File: src/rtl/if_pkg.sv
`default_nettype none
// ============================================================================
//  Module  : if_pkg
//  Brief   : Shared types and constants for the instruction-fetch unit.
//            FSM state encoding, default reset PC / bubble instruction and
//            the PC increment.
//  Revision: 1.0 - initial release
// ============================================================================
package if_pkg;

  // Fetch FSM states (2-bit encoding)
  typedef enum logic [1:0] {
    FETCH = 2'd0,  // request outstanding or being issued
    DRAIN = 2'd1,  // discarding a response after a redirect
    SKID  = 2'd2   // downstream stalled, one word parked in the skid
  } fetch_state_e;

  localparam logic [31:0] NOP_INST_DEFAULT = 32'h0000_0000;
  localparam logic [31:0] RESET_PC_DEFAULT = 32'h0000_3000;
  localparam logic [31:0] PC_INC           = 32'd4;

endpackage : if_pkg
`default_nettype wire

File: src/rtl/fetch_skid_buf.sv
`default_nettype none
// ============================================================================
//  Module  : fetch_skid_buf
//  Brief   : One-entry {instruction, pc} holding buffer used when the IF/ID
//            stage is stalled while a memory response arrives.
//  Ports   : clk, reset      - clock, synchronous active-high reset
//            i_load          - capture i_inst / i_pc, mark entry valid
//            i_clear         - drop the entry (wins over i_load)
//            i_inst, i_pc    - data to park
//            o_valid         - entry holds data
//            o_inst, o_pc    - parked data
//  Revision: 1.0 - initial release
// ============================================================================
module fetch_skid_buf (
  input  logic        clk,
  input  logic        reset,
  input  logic        i_load,
  input  logic        i_clear,
  input  logic [31:0] i_inst,
  input  logic [31:0] i_pc,
  output logic        o_valid,
  output logic [31:0] o_inst,
  output logic [31:0] o_pc
);

  logic        r_valid;
  logic [31:0] r_inst;
  logic [31:0] r_pc;

  always_ff @(posedge clk) begin
    if (reset) begin
      r_valid <= 1'b0;
      r_inst  <= 32'h0;
      r_pc    <= 32'h0;
    end else if (i_clear) begin
      r_valid <= 1'b0;
    end else if (i_load) begin
      r_valid <= 1'b1;
      r_inst  <= i_inst;
      r_pc    <= i_pc;
    end
  end

  assign o_valid = r_valid;
  assign o_inst  = r_inst;
  assign o_pc    = r_pc;

endmodule : fetch_skid_buf
`default_nettype wire

File: src/rtl/if_fetch_unit.sv
`default_nettype none
// ============================================================================
//  Module  : if_fetch_unit
//  Brief   : Instruction fetch, producer side of IF/ID. Owns the PC, issues
//            word reads over a req/ack handshake, absorbs stalls with a
//            one-entry skid and handles branch/jump redirects. The IF/ID
//            register samples every cycle, so stalls hold these outputs and
//            flushes bubble them.
//  Ports   : clk, reset                 - clock, sync active-high reset
//            i_stall                    - hold IF outputs this edge
//            i_redirect, i_redirect_pc  - flush and refetch at target
//            o_imem_req, o_imem_addr    - memory read request / word address
//            i_imem_ack, i_imem_rdata   - read response
//            o_inst, o_PC, o_PC_plus_4  - fetched instruction and its PCs
//            o_valid                    - outputs hold a real instruction
//  Revision: 1.0 - initial release
// ============================================================================
module if_fetch_unit
  import if_pkg::*;
#(
  parameter logic [31:0] RESET_PC = RESET_PC_DEFAULT,
  parameter logic [31:0] NOP_INST = NOP_INST_DEFAULT
) (
  input  logic        clk,
  input  logic        reset,
  input  logic        i_stall,
  input  logic        i_redirect,
  input  logic [31:0] i_redirect_pc,
  output logic        o_imem_req,
  output logic [31:0] o_imem_addr,
  input  logic        i_imem_ack,
  input  logic [31:0] i_imem_rdata,
  output logic [31:0] o_inst,
  output logic [31:0] o_PC,
  output logic [31:0] o_PC_plus_4,
  output logic        o_valid
);

  fetch_state_e r_state, w_state_n;
  logic [31:0]  r_pc,    w_pc_n;
  logic [31:0]  r_redir, w_redir_n;
  logic         r_valid, w_valid_n;
  logic [31:0]  r_inst,  w_inst_n;
  logic [31:0]  r_opc,   w_opc_n;
  logic [31:0]  r_opc4,  w_opc4_n;

  logic         w_skid_load;
  logic         w_skid_clear;
  logic         w_skid_valid;
  logic [31:0]  w_skid_inst;
  logic [31:0]  w_skid_pc;

  logic         w_blocked;
  logic [31:0]  w_target;
  logic [31:0]  w_pc_inc;
  logic         w_unused;

  // Redirect targets are word aligned; low bits are discarded.
  assign w_target  = {i_redirect_pc[31:2], 2'b00};
  assign w_unused  = ^i_redirect_pc[1:0];
  assign w_pc_inc  = r_pc + PC_INC;
  // Downstream only refuses an instruction it actually holds.
  assign w_blocked = r_valid && i_stall;

  fetch_skid_buf u_skid (
    .clk     (clk),
    .reset   (reset),
    .i_load  (w_skid_load),
    .i_clear (w_skid_clear),
    .i_inst  (i_imem_rdata),
    .i_pc    (r_pc),
    .o_valid (w_skid_valid),
    .o_inst  (w_skid_inst),
    .o_pc    (w_skid_pc)
  );

  always_comb begin
    w_state_n    = r_state;
    w_pc_n       = r_pc;
    w_redir_n    = r_redir;
    w_valid_n    = r_valid;
    w_inst_n     = r_inst;
    w_opc_n      = r_opc;
    w_opc4_n     = r_opc4;
    w_skid_load  = 1'b0;
    w_skid_clear = 1'b0;

    if (i_redirect) begin
      // Redirect overrides stall: flush outputs and skid unconditionally.
      w_valid_n    = 1'b0;
      w_inst_n     = NOP_INST;
      w_skid_clear = 1'b1;
      unique case (r_state)
        FETCH: begin
          if (i_imem_ack) begin
            w_pc_n = w_target;
          end else begin
            // Request still in flight: remember target, swallow the response.
            w_redir_n = w_target;
            w_state_n = DRAIN;
          end
        end
        DRAIN: begin
          if (i_imem_ack) begin
            w_pc_n    = w_target;
            w_state_n = FETCH;
          end else begin
            w_redir_n = w_target;
          end
        end
        SKID: begin
          w_pc_n    = w_target;
          w_state_n = FETCH;
        end
        default: begin
          w_pc_n    = w_target;
          w_state_n = FETCH;
        end
      endcase
    end else begin
      unique case (r_state)
        FETCH: begin
          if (i_imem_ack && !w_blocked) begin
            w_inst_n  = i_imem_rdata;
            w_opc_n   = r_pc;
            w_opc4_n  = w_pc_inc;
            w_valid_n = 1'b1;
            w_pc_n    = w_pc_inc;
          end else if (i_imem_ack) begin
            w_skid_load = 1'b1;
            w_pc_n      = w_pc_inc;
            w_state_n   = SKID;
          end else if (!w_blocked) begin
            w_valid_n = 1'b0;
            w_inst_n  = NOP_INST;
          end
        end
        DRAIN: begin
          w_valid_n = 1'b0;
          w_inst_n  = NOP_INST;
          if (i_imem_ack) begin
            w_pc_n    = r_redir;
            w_state_n = FETCH;
          end
        end
        SKID: begin
          if (!i_stall && w_skid_valid) begin
            w_inst_n     = w_skid_inst;
            w_opc_n      = w_skid_pc;
            w_opc4_n     = w_skid_pc + PC_INC;
            w_valid_n    = 1'b1;
            w_skid_clear = 1'b1;
            w_state_n    = FETCH;
          end
        end
        default: begin
          w_state_n = FETCH;
        end
      endcase
    end
  end

  always_ff @(posedge clk) begin
    if (reset) begin
      r_state <= FETCH;
      r_pc    <= RESET_PC;
      r_redir <= RESET_PC;
      r_valid <= 1'b0;
      r_inst  <= NOP_INST;
      r_opc   <= 32'h0;
      r_opc4  <= 32'h0;
    end else begin
      r_state <= w_state_n;
      r_pc    <= w_pc_n;
      r_redir <= w_redir_n;
      r_valid <= w_valid_n;
      r_inst  <= w_inst_n;
      r_opc   <= w_opc_n;
      r_opc4  <= w_opc4_n;
    end
  end

  // Request drops combinationally with reset so an in-flight read is abandoned.
  assign o_imem_req  = !reset && ((r_state == FETCH) || (r_state == DRAIN));
  assign o_imem_addr = r_pc;
  assign o_inst      = r_inst;
  assign o_PC        = r_opc;
  assign o_PC_plus_4 = r_opc4;
  assign o_valid     = r_valid;

endmodule : if_fetch_unit
`default_nettype wire

File: config.mk
export PLATFORM = sky130hd
export DESIGN_NAME = if_fetch_unit
export DESIGN_NICKNAME = d
export VERILOG_FILES = /design/src/rtl/if_pkg.sv /design/src/rtl/fetch_skid_buf.sv /design/src/rtl/if_fetch_unit.sv
export SDC_FILE = /design/constraint.sdc
export NUM_CORES = 1
export LEC_CHECK = 0
export CAP_MARGIN = 0
export CORE_UTILIZATION = 53
export CTS_CLUSTER_SIZE = 16
export DETAILED_ROUTE_END_ITERATION = 16
export GPL_ROUTABILITY_DRIVEN = 0
export GPL_TIMING_DRIVEN = 0
export PLACE_DENSITY = 0.81
export RECOVER_POWER = 25
export SYNTH_ARGS = -nofsm -noshare
export SYNTH_HDL_FRONTEND = slang
export SYNTH_SLANG_ARGS = --single-unit
File: constraint.sdc
create_clock -name clk -period 2.7 [get_ports clk]
set_clock_uncertainty 0.15 [all_clocks]
set_input_delay 0.27 -clock clk [delete_from_list [all_inputs] [get_ports clk]]
set_output_delay 0.27 -clock clk [all_outputs]
set_load 0.005 [all_outputs]
==> results.py <==
metrics = {
    "run_status": {
        "status": "finished, final reports clean",
    },
    "clocking": {
        "cts_root_buffer": "clkbuf_16",
        "cts-buffers-inserted": 23,
        "clk_latency_ns": 0.52,
        "clock_sinks": 218,
        "cts_tree": "built",
        "cts-htree-levels": 1,
        "path_clk_slew_ns": 0.06,
        "cts_buffer_depth": 3,
    },
    "global_route": {
        "grt_overflow": 0,
        "grtUsageTotal_pct": 35.1,
        "grt_pass1_wl_mm": 59.1,
        "antenna_found_initial": 0,
        "grt_pass1_vias": 10700,
        "grt_max_degree": 15,
    },
    "logic_synthesis": {
        "synth_area_leaders": "dfxtp_1, nand2_1, a21oi_1",
        "ys_warn_count": 0,
        "ys_seq_area_share_pct": 40.0,
        "yosysMostFrequentCell": "nand2_1",
        "ys.flop_type": "dfxtp_1",
        "synth.cell_area_mm2": 0.0109,
        "synth_top_cell_area_share_pct": 40.0,
        "ys_ff_latch": 218,
        "async_flop_share_pct": 0,
        "avgSynthCellArea_um2": 7.65,
        "synthTopCellsByCount": "nand2_1, dfxtp_1, a21oi_1",
        "yosys.area.top_type": "dfxtp_1",
        "syn_inst": 1426,
        "ys_types": 73,
        "synth-edff-count": 0,
    },
    "place": {
        "dpl-instance-area_mm2": 0.0132,
        "place_ws_ns": -0.694,
        "io_buffer_count": 188,
        "dp_hpwl_mm": 28.0,
    },
    "sta": {
        "hold_violations": 0,
        "period_share_pct": 98.7,
        "timing.final.ws_setup_ns": 0.0352,
        "setup_violations": 0,
        "min_period_ns": 2.66,
        "fmax_mhz": 375,
        "drv_slew": 0,
        "slew_headroom_pct": 37.1,
        "rsz0062_at_grt": "true",
        "worst_pin_slew_ns": 0.944,
    },
    "worst_setup_path": {
        "cp.required_ns": 2.99,
        "start_kind": "flip-flop",
        "endpoint_kind": "flip-flop",
        "cp.arrival_ns": 2.96,
        "crit_fanout": 10,
        "path_class": "reg2reg",
    },
    "die": {
        "dieArea_mm2": 0.0212,
        "die_x_um": 146,
        "io_pins": 199,
        "die_y_um": 146,
        "initial_core_util_pct": 53.9,
        "fp-row-count": 52,
        "core_area_mm2": 0.0202,
    },
    "layout": {
        "insertedDiodeCount": 0,
        "finish.utilization_pct": 69.6,
        "area_growth_pct": 29.0,
        "design.final.nets": 1721,
        "fin_area_mm2": 0.0141,
        "drive_above_1_share_pct": 6.91,
    },
    "power_and_ir_drop": {
        "pwr_density_cell_mw_per_mm2": 560,
        "ir_drop_mv": 0.499,
        "p_leak_nw": 5.03,
    },
    "detailed_routing": {
        "drtPass1Iterations": 7,
        "viasPerCell": 6.24,
        "routedWlPerCell_um": 20.0,
        "vias": 12100,
        "drtIter0Drc": 1638,
        "route.detailed.drc": 0,
        "ant_nets": 0,
        "drt_wl_total_mm": 38.6,
    },
    "min_path": {
        "min_path_type": "in2reg",
    },
    "flow_run": {
        "max_cap_viol_count": 0,
    },
}
path summary, 6_finish.rpt:
check | slack [ns] | start | to | depth (start not counted)
worst max-delay path | 0.04 | r_state[0] | o_PC_plus_4[28] | 7
worst min-delay path | 0.17 | i_imem_rdata[15] | u_skid.o_inst[15] | 3
worst max register to register | 0.04 | r_state[0] | o_PC_plus_4[28] | 7
worst min register to register | 0.30 | o_PC_plus_4[7] | o_PC_plus_4[7] | 2
critical path: stages (launching register included):
cell and delay (ns):
dfxtp_1 0.32, inv_1 0.09, ha_1 0.29, clkbuf_1 0.56, buf_2 0.45, clkbuf_2 0.36, o211ai_1 0.15, a31oi_1 0.21
power breakdown:
part	internal [W]	switching, W	total (W)
registers	0.00336	0.000123	0.00348
clock network	0.00183	0.00135	0.00319
logic	0.000512	0.000703	0.00121
total	0.00570	0.00218	0.00788
per-stage QoR:
step	hold slack [ns]	cells	TNS [ns]	power [W]
6_report	0.172	1934	0	0.00788
5_1_grt	0.182	1934	-0.0919	0.00812
3_3_place_gp	0.291	1889	-49.00	0.00471
4_1_cts	0.162	1933	-0.589	0.00786
3_5_place_dp	0.295	1889	-51.21	0.00473
2_1_floorplan	0.244	1431	0	0.00413
cell type report:
cell class | count | area [um^2]
repair buffers | 193 | 1930
plain buffers | 141 | 608
fillers | 1659 | 6160
multi-input cells | 1042 | 5970
inverters | 28 | 105
well taps | 270 | 338
flip-flops and latches | 218 | 4370
clock inverters | 11 | 93.8
clock buffers | 31 | 666
cells in the final DEF (no fill, tap or decap), types with 8 or more instances in the layout:
cell type / Yosys / layout
o31a_1: 10 / 10
dfxtp_1: 218 / 217
nor4_1: 19 / 13
o21ai_0: 44 / 44
buf_4: 10 / 14
nand3_1: 46 / 46
nor3_1: 37 / 35
buf_2: 13 / 15
xnor2_1: 10 / 9
nor2_1: 106 / 106
xor2_1: 11 / 11
and4_1: 9 / 9
clkbuf_1: 110 / 101
nor2b_1: 8 / 8
clkbuf_16: 0 / 23
mux2i_1: 37 / 37
nand4_1: 29 / 29
a211oi_1: 68 / 68
inv_1: 27 / 27
nand2_1: 271 / 271
clkbuf_2: 1 / 12
and3_1: 8 / 8
a21oi_1: 132 / 132
nand2b_1: 13 / 13
a22oi_1: 36 / 36
o31ai_1: 9 / 9
a31oi_1: 23 / 23
o211ai_1: 13 / 13
dlygate4sd3_1: 0 / 83
clkdlybuf4s50_1: 0 / 105
kinds of logic (layout without fill, tap and decap cells):
kind of cell,after synthesis,after routing,share of synthesized area (%)
other,1,6,0.0344
adders and majority gates,5,5,0.573
and+or+nand+nor,582,582,24.6
xor gates and xnor gates,21,21,1.68
buffers and inverters,171,404,6.45
muxes,39,39,3.60
DFF,218,218,40.0
AOI/OAI and AO/OA,389,389,23.1
flip-flops by register name (all words and copies together) (netlist names):
name,count
o_inst,32
r_redir,30
u_skid.o_valid,1
o_PC_plus_4,30
r_state,2
o_valid,1
o_PC,30
u_skid.o_pc,30
o_imem_addr,30
u_skid.o_inst,32
metal layers:
metal / routed length [um] / GRT usage (%) / vias to the layer above
li1: - / - / 5528
met1: 15600 / 48.6 / 5507
met2: 16700 / 53.6 / 872
met3: 4520 / 6.05 / 156
met4: 1810 / 15.8 / 0
met5: 0 / 0 / -
repair_timing:
action,CTS,global route
hold buffers,0,0
endpoints found under the setup margin,99,162
gates resized for setup,6,32
endpoints found under the hold margin,0,0
setup buffers,3,2
pin swaps,1,0
No activity file was read; power rests on OpenSTA's default activity.
